File: src/rtl/flag_unit_if.sv
// Bundles the ALU-side inputs and the flag/stack status outputs of flag_unit.
// Latency: none, this file only groups wires.
// Backpressure: none; the flag unit accepts a request every cycle.
interface flag_unit_if #(
  parameter int WIDTH = 16
);
  logic [WIDTH-1:0] a;
  logic [WIDTH-1:0] b;
  logic [WIDTH-1:0] res;
  logic             cout;
  logic [1:0]       op_class;
  logic             upd;
  logic             push;
  logic             pop;
  logic             zf;
  logic             nf;
  logic             cf;
  logic             of;
  logic             stk_full;
  logic             stk_empty;
  logic             stk_err;

  // The driving side, for example the ALU or a testbench.
  modport master (
    output a, b, res, cout, op_class, upd, push, pop,
    input  zf, nf, cf, of, stk_full, stk_empty, stk_err
  );

  // The flag unit itself.
  modport slave (
    input  a, b, res, cout, op_class, upd, push, pop,
    output zf, nf, cf, of, stk_full, stk_empty, stk_err
  );
endinterface

File: src/rtl/flag_unit.sv
// Status-flag register (zf/nf/cf/of) with a save/restore LIFO for calls and interrupts.
// Latency: flags and stack status appear 1 cycle after the sampling edge.
// Backpressure: none; push-when-full and pop-when-empty set the sticky stk_err instead.
module flag_unit #(
  parameter int WIDTH       = 16,
  parameter int STACK_DEPTH = 4
) (
  input logic        clk,
  input logic        rst,
  flag_unit_if.slave bus
);
  localparam int MSB   = WIDTH - 1;
  localparam int CNT_W = $clog2(STACK_DEPTH + 1);
  localparam int IDX_W = (STACK_DEPTH > 1) ? $clog2(STACK_DEPTH) : 1;

  localparam logic [1:0] OP_ADD   = 2'b00;
  localparam logic [1:0] OP_SUB   = 2'b01;
  localparam logic [1:0] OP_LOGIC = 2'b10;
  localparam logic [1:0] OP_SHIFT = 2'b11;

  // Flag vectors are packed as {zf, nf, cf, of}.
  logic [3:0]       flags_q;
  logic [3:0]       flags_calc;
  logic [3:0]       flags_nxt;
  logic [CNT_W-1:0] cnt_q;
  logic [CNT_W-1:0] cnt_nxt;
  logic [CNT_W-1:0] cnt_m1;
  logic             full_q;
  logic             empty_q;
  logic             err_q;
  logic             err_nxt;
  logic             wr_en;
  logic             do_push;
  logic             do_pop;
  logic             is_full;
  logic             is_empty;
  logic [3:0]       stk_mem [0:(2**IDX_W)-1];

  // Only the sign bits of the operands influence any flag.
  logic unused_low_bits;
  assign unused_low_bits = ^{bus.a[MSB-1:0], bus.b[MSB-1:0]};

  // A simultaneous push and pop cancel each other out.
  assign do_push  = bus.push & ~bus.pop;
  assign do_pop   = bus.pop & ~bus.push;
  assign is_full  = (cnt_q == CNT_W'(STACK_DEPTH));
  assign is_empty = (cnt_q == '0);
  assign cnt_m1   = cnt_q - CNT_W'(1);

  // Combinational flag computation from the current ALU result.
  always_comb begin
    flags_calc[3] = (bus.res == '0);
    flags_calc[2] = bus.res[MSB];
    flags_calc[1] = 1'b0;
    flags_calc[0] = 1'b0;
    case (bus.op_class)
      OP_ADD: begin
        flags_calc[1] = bus.cout;
        flags_calc[0] = (bus.a[MSB] == bus.b[MSB]) & (bus.res[MSB] != bus.a[MSB]);
      end
      OP_SUB: begin
        // Subtraction is a + ~b + 1, so a missing carry means a borrow.
        flags_calc[1] = ~bus.cout;
        flags_calc[0] = (bus.a[MSB] != bus.b[MSB]) & (bus.res[MSB] != bus.a[MSB]);
      end
      OP_SHIFT: flags_calc[1] = bus.cout;
      OP_LOGIC: flags_calc[1] = 1'b0;
      default:  flags_calc[1] = 1'b0;
    endcase
  end

  // Next-state selection: pop beats upd, and push saves the pre-update flags.
  always_comb begin
    flags_nxt = flags_q;
    cnt_nxt   = cnt_q;
    err_nxt   = err_q;
    wr_en     = 1'b0;
    if (do_pop) begin
      if (is_empty) begin
        err_nxt = 1'b1;
      end else begin
        flags_nxt = stk_mem[cnt_m1[IDX_W-1:0]];
        cnt_nxt   = cnt_m1;
      end
    end else begin
      if (bus.upd) begin
        flags_nxt = flags_calc;
      end
      if (do_push) begin
        if (is_full) begin
          err_nxt = 1'b1;
        end else begin
          wr_en   = 1'b1;
          cnt_nxt = cnt_q + CNT_W'(1);
        end
      end
    end
  end

  // Flag register, stack pointer and registered status decode.
  always_ff @(posedge clk) begin
    if (rst) begin
      flags_q <= 4'b0000;
      cnt_q   <= '0;
      full_q  <= 1'b0;
      empty_q <= 1'b1;
      err_q   <= 1'b0;
    end else begin
      flags_q <= flags_nxt;
      cnt_q   <= cnt_nxt;
      full_q  <= (cnt_nxt == CNT_W'(STACK_DEPTH));
      empty_q <= (cnt_nxt == '0);
      err_q   <= err_nxt;
    end
  end

  // Stack storage is left unreset; only the pointer defines valid entries.
  always_ff @(posedge clk) begin
    if (wr_en && !rst) begin
      stk_mem[cnt_q[IDX_W-1:0]] <= flags_q;
    end
  end

  assign bus.zf        = flags_q[3];
  assign bus.nf        = flags_q[2];
  assign bus.cf        = flags_q[1];
  assign bus.of        = flags_q[0];
  assign bus.stk_full  = full_q;
  assign bus.stk_empty = empty_q;
  assign bus.stk_err   = err_q;
endmodule

File: src/flat_wrapper.sv
// flat-port wrapper written by rule: the top's interface ports become plain ports
module flag_unit_flat 
#(
  parameter int WIDTH       = 16,
  parameter int STACK_DEPTH = 4
)
  (clk, rst, bus_a, bus_b, bus_res, bus_cout, bus_op_class, bus_upd, bus_push, bus_pop, bus_zf, bus_nf, bus_cf, bus_of, bus_stk_full, bus_stk_empty, bus_stk_err);
  flag_unit_if #(.WIDTH(WIDTH)) bus_i ();
  input logic clk;
  input logic rst;
  input wire logic [$bits(bus_i.a)-1:0] bus_a;
  input wire logic [$bits(bus_i.b)-1:0] bus_b;
  input wire logic [$bits(bus_i.res)-1:0] bus_res;
  input wire logic [$bits(bus_i.cout)-1:0] bus_cout;
  input wire logic [$bits(bus_i.op_class)-1:0] bus_op_class;
  input wire logic [$bits(bus_i.upd)-1:0] bus_upd;
  input wire logic [$bits(bus_i.push)-1:0] bus_push;
  input wire logic [$bits(bus_i.pop)-1:0] bus_pop;
  output wire logic [$bits(bus_i.zf)-1:0] bus_zf;
  output wire logic [$bits(bus_i.nf)-1:0] bus_nf;
  output wire logic [$bits(bus_i.cf)-1:0] bus_cf;
  output wire logic [$bits(bus_i.of)-1:0] bus_of;
  output wire logic [$bits(bus_i.stk_full)-1:0] bus_stk_full;
  output wire logic [$bits(bus_i.stk_empty)-1:0] bus_stk_empty;
  output wire logic [$bits(bus_i.stk_err)-1:0] bus_stk_err;
  assign bus_i.a = bus_a;
  assign bus_i.b = bus_b;
  assign bus_i.res = bus_res;
  assign bus_i.cout = bus_cout;
  assign bus_i.op_class = bus_op_class;
  assign bus_i.upd = bus_upd;
  assign bus_i.push = bus_push;
  assign bus_i.pop = bus_pop;
  assign bus_zf = bus_i.zf;
  assign bus_nf = bus_i.nf;
  assign bus_cf = bus_i.cf;
  assign bus_of = bus_i.of;
  assign bus_stk_full = bus_i.stk_full;
  assign bus_stk_empty = bus_i.stk_empty;
  assign bus_stk_err = bus_i.stk_err;
  flag_unit #(.WIDTH(WIDTH), .STACK_DEPTH(STACK_DEPTH)) u_core (.clk(clk), .rst(rst), .bus(bus_i));
endmodule
File: config.mk
export PLATFORM = sky130hd
export DESIGN_NAME = flag_unit_flat
export DESIGN_NICKNAME = d
export VERILOG_FILES = /design/src/rtl/flag_unit_if.sv /design/src/rtl/flag_unit.sv /design/src/flat_wrapper.sv
export SDC_FILE = /design/constraint.sdc
export NUM_CORES = 1
export LEC_CHECK = 0
export CORE_MARGIN = 4
export CORE_UTILIZATION = 44
export DETAILED_ROUTE_END_ITERATION = 6
export GPL_TIMING_DRIVEN = 0
export MAX_ROUTING_LAYER = met4
export PLACE_DENSITY = 0.88
export REMOVE_ABC_BUFFERS = 1
export SKIP_CTS_REPAIR_TIMING = 1
export SYNTH_ARGS = -nofsm -noshare
export SYNTH_HDL_FRONTEND = slang
export SYNTH_SLANG_ARGS = --single-unit
export TNS_END_PERCENT = 10
File: constraint.sdc
create_clock -name clk -period 3.7 [get_ports clk]
set_input_delay 0.925 -clock clk [delete_from_list [all_inputs] [get_ports clk]]
set_output_delay 0.925 -clock clk [all_outputs]
set_load 0.005 [all_outputs]
==> results.md, run 1 <==
* Placer congestion estimate at 0.747
* Maximum clock rate at 372 MHz
* Synth cell types at 45
* Ys Warns at 0
* Max stage delay on crit path at 570 ps
* Final Non-Filler Cells at 190
* Starting density of the core at 0.459
* TritonCTS Buffers at 3
* Drt drc at 0
* Drt first pass iters at 4
* Routed WL at 2830 um
* Critical path's slowest cell: a2111oi_1
* Vias per cell at 5.25
* Worst Path Required at 3740 ps
* Largest net degree at the start of global routing at 15
* Max IR drop VDD at 0.000156 V
* Setup TNS at 0 ps
* Asr flop ratio synth at 0
* Clock transition at the registers of the reported paths at 130 ps
* Root Buffer: clkbuf_4
* LEAKAGE at 0.638 nW
* Critical-path cell list: clkdlybuf4s50_1, inv_1, ha_1, a2111oi_1, and2_1
* Vias at 997
* Nets at 213
* #FFs+latches synth at 26
* Clock latency on the worst-skew pair at 330 ps
* Mapped cell area at 0.00139 sq mm
* CP Class: in2reg
* Post-synthesis sequential area ratio at 0.490
* Antenna violations before repair at 0
* Outcome: finished clean
* HP Start: u_core.bus.stk_err
* Number of synthesized flops with an enable pin at 16
* Reg2reg start: u_core.cnt_q[0]
* Maxcap violations at 0
* Worst Skew at 1.48 ps
* Fin. Hold Viols at 0
* Startpoint Class: input port
* Ports at 63
* Cell Pwr Density at 398 mW/mm^2
* Crit path launch: bus_push
* Vias in the first global route at 953
* CP Capture Type: register
* Slew headroom at 0.627
* WP buf/inv at 2
* Die area at 0.00412 sq mm
* Inst Count DP at 186
* Cell family with most CP delay: compound AO/OA/AOI/OAI gates
* Starting DRT DRC Count at 36
* DP HPWL at 2180 um
* # port buffers at 32
* Syn avg cell area at 12.1 sq um
* Period minus WS final at 2690 ps
* Number of core rows at 20
* Share of layout cells above drive strength 1 at 0.0616
* Core Area at 0.00303 sq mm
* Ys flop type: edfxtp_1
* RSZ-0062 raised after global routing: false
* Area Growth Syn to Fin at 26.4%
* Fin. max-slew vios at 0
* Worst Hold Class: reg2reg
* CTS tree: yes
* # clock sinks at 26
* Number of H-tree levels at 1
* Hold WS at 494 ps
* Die Height at 64.2 um
* Post-Syn Instances at 115
* Die width at 64.2 um
* GRT Resource Usage Total at 0.148
* Grt total ovfl at 0
* Wire length per cell at 14.9 um
* Total power at 699 uW
* CTS Buffer Depth at 2
* Slew @ Worst Pin at 560 ps
* Global-route wire length before repair at 4540 um
* ANT nets after route at 0
* Final setup fails at 0
* Diode count at 0
* Worst EP arrival at 2730 ps
* Worst-path maximum fanout at 14
* Fin crit share at 0.727
-- sequential cells by signal, indices dropped and copies added (netlist names) --
name and cells:
u_core.bus.stk_full 1, u_core.flags_q 4, u_core.stk_mem 16, u_core.bus.stk_err 1, u_core.bus.stk_empty 1, u_core.cnt_q 3
-- final timing paths --
path,endpoint,slack [ps],depth (start not counted)
setup / recovery,u_core.stk_mem[3][1],1010,5
hold / removal,u_core.bus.stk_err,490,2
setup reg to reg,u_core.stk_mem[3][1],1450,4
hold reg to reg,u_core.bus.stk_err,490,2
-- cells in the mapped netlist (all sizes together), types with 2 or more instances --
master  instances  area [sq um]
o211ai          2          15.0
and2            4          25.0
inv             9          33.8
ha             10           125
nor2            9          41.3
a22oi           2          15.0
buf             3          27.5
mux4            4           101
xnor2           2          17.5
nor2b           2          12.5
a211oi          2          15.0
o21ai           3          18.8
nand2b          3          18.8
a311oi          2          23.8
nor4            3          18.8
edfxtp         16           480
nand2           5          18.8
dfxtp          10           200
nor3b           2          15.0
and3b           2          17.5
clkbuf          2          7.51
-- metrics by stage --
step                      cell area [sq um]  setup slack, ps  utilization
final                                  1760             1010        0.580
after global routing                   1760              742        0.580
after CTS                              1760              968        0.580
after detailed placement               1730              615        0.571
after global placement                 1730              663        0.571
after floorplan                        1350             1400            -
-- kinds of logic (layout without fill, tap and decap cells) --
family / Yosys count / count (layout) / synth area share
and+or+nand+nor: 37 / 37 / 0.159
adders and majority gates: 10 / 10 / 0.0901
AOI/OAI and AO/OA: 20 / 20 / 0.112
buffers and inverters: 14 / 45 / 0.0495
DFF: 26 / 26 / 0.490
muxes: 5 / 5 / 0.0802
xor gates and xnor gates: 3 / 3 / 0.0189
-- layout by cell type, fill, tap and decap left out, types with 2 or more instances in the layout --
master	instances
a211oi_1	2
a22oi_1	2
and2_1	4
and3b_1	2
clkbuf_4	3
clkdlybuf4s50_1	32
dfxtp_1	10
edfxtp_1	16
ha_1	10
inv_1	8
mux4_1	3
nand2_1	5
nand2b_1	3
nor2_1	8
nor2b_1	2
nor3b_1	2
nor4_1	3
o211ai_1	2
o21ai_0	2
xnor2_1	2
-- worst min-delay path: cells and delay by family (launching register included) --
kind / cells / cell delay (ps)
flops: 1 / 350
simple gates: 1 / 70
compound gates: 1 / 40
-- per-layer routing --
metal / share of wire / global-route usage / vias to the layer above
met4: 0.023 / 0.0871 / 0
met1: 0.44 / 0.166 / 467
met5: 0 / - / -
met2: 0.46 / 0.240 / 37
met3: 0.076 / 0.0369 / 6
li1: - / - / 487
-- layout make-up --
type / count / area, sq um
Clock buffer: 4 / 26.3
Fill cell: 266 / 1270
Inverter: 9 / 33.8
Multi-Input combinational cell: 75 / 639
Sequential cell: 26 / 681
Tap cell: 44 / 55.1
Timing Repair Buffer: 32 / 320
-- report_power, final --
part           total, mW  internal (mW)  leakage, nW  switching, mW
logic              0.214          0.116        0.393         0.0978
clock network      0.124         0.0424       0.0150         0.0821
registers          0.360          0.333        0.230         0.0272
(Power assumes the default switching activity.)
==> run 2, diff against run 1 <==
CORE_UTILIZATION = 41   (was 44)
PLACE_DENSITY = 0.83   (was 0.88)
clock period = 2.8 ns   (was 3.7 ns; I/O delays follow)
==> run 2 against run 1 <==
  * Clock power is 110% higher
  * Critical path type unchanged
  * Worst hold slack better by 3.5 ps
  * First-iteration DRC count decreased by 31%
  * Critical path depth unchanged
  * Total power is 45% higher
  * Wire length down 2.0%
  * Sequential share of layout area fell by 0.57 points
==> results.md, run 2 (synthesis results as in run 1) <==
* Total power at 1.02 mW
* Area Growth Syn to Fin at 28.3%
* Wire length per cell at 14.6 um
* Maxcap violations at 0
* Worst Skew at 7.51 ps
* Drt drc at 0
* Layout Utilization at 0.565
* Diode count at 0
* Final setup fails at 0
* Number of core rows at 20
* LEAKAGE at 0.651 nW
* Flop-to-flop setup slack at 490 ps
* # clock sinks at 26
* Core Area at 0.00315 sq mm
* Worst-path maximum fanout at 14
* Clock latency on the worst-skew pair at 320 ps
* Worst Hold Class: reg2reg
* GRT Resource Usage Total at 0.135
* Startpoint Class: input port
* Inst Count DP at 186
* Drt first pass iters at 4
* Die width at 66.2 um
* Final Non-Filler Cells at 190
* Antenna violations before repair at 0
* Slew @ Worst Pin at 585 ps
* Most frequent cells in the layout: clkdlybuf4s50_1, edfxtp_1, ha_1, dfxtp_1
* Die area at 0.00438 sq mm
* CTS tree: yes
* DP HPWL at 2090 um
* Root Buffer: clkbuf_4
* Fin. Hold Viols at 0
* Starting DRT DRC Count at 25
* Fin crit share at 0.910
* Number of H-tree levels at 1
* # port buffers at 32
* CTS Buffer Depth at 2
* Routed WL at 2780 um
* Vias at 1002
* Clock transition at the registers of the reported paths at 150 ps
* RSZ-0062 raised after global routing: false
* Vias per cell at 5.27
* ANT nets after route at 0
* Worst Path Required at 2820 ps
* Starting density of the core at 0.440
* Slew headroom at 0.609
* Ports at 63
* Grt total ovfl at 0
* Largest net degree at the start of global routing at 16
* Placer congestion estimate at 0.757
* Commonest non-fill, non-tap cell in the layout: clkdlybuf4s50_1
* Max IR drop VDD at 0.000351 V
* Period minus WS final at 2550 ps
* Outcome: finished clean
* Worst EP arrival at 2570 ps
* Maximum clock rate at 392 MHz
* Share of layout cells above drive strength 1 at 0.0685
* Die Height at 66.2 um
* TritonCTS Buffers at 3
* Global-route wire length before repair at 4400 um
* Fin. max-slew vios at 0
* FILL cells at 282
* Cell Pwr Density at 571 mW/mm^2
* CP Class: in2reg
* Max reg flops at 16
* Setup TNS at 0 ps
* Vias in the first global route at 966
* Nets at 213
* Hold WS at 497 ps
* CP Capture Type: register
[run 2: changes by cell type in the layout (fill, tap and decap cells not counted), sizes merged]
cell,previous run,this run
clkbuf,4,3
bufinv,0,1
[run 2: worst paths after layout]
check | startpoint | to | cells past startpoint
setup / recovery | bus_push | u_core.stk_mem[3][2] | 5
hold reg to reg | u_core.bus.stk_err | u_core.bus.stk_err | 2
setup reg to reg | u_core.cnt_q[0] | u_core.stk_mem[3][2] | 4
hold / removal | u_core.bus.stk_err | u_core.bus.stk_err | 2
[run 2: power breakdown]
part / leakage [nW] / total, mW / internal [mW] / switching, mW
clock: 0.0279 / 0.259 / 0.145 / 0.114
combinational: 0.393 / 0.284 / 0.154 / 0.130
sequential: 0.230 / 0.475 / 0.440 / 0.0341
[run 2: cell type report]
type | count | area (sq um) | share of cell area
Timing Repair Buffer | 32 | 320 | 0.180
Inverter | 9 | 33.8 | 0.0190
Sequential cell | 26 | 681 | 0.382
Clock buffer | 3 | 22.5 | 0.0126
Multi-Input combinational cell | 75 | 639 | 0.359
Clock inverter | 1 | 30.0 | 0.0169
Tap cell | 44 | 55.1 | 0.0309
[run 2: worst max-delay path, cell delays in order]
cell and delay (ps):
clkdlybuf4s50_1 480, inv_1 50, ha_1 370, a2111oi_1 610
and2_1 360
[run 2: metal layers]
layer  vias to the layer above  routed length (um)  part of all wire  track usage
li1                        487                   -                 -            -
met1                       470                1270              0.46        0.162
met2                        43                1210              0.43        0.221
met3                         2                 287              0.10       0.0391
met4                         0                  13            0.0047       0.0381
met5                         -                   0                 0            -
[run 2: stage by stage]
step / instance area [sq um] / worst slack (ps)
after detailed placement: 1730 / -116
after global placement: 1730 / -5.54
final: 1780 / 251
after global routing: 1780 / 157
after floorplan: 1350 / 725
after CTS: 1780 / 225
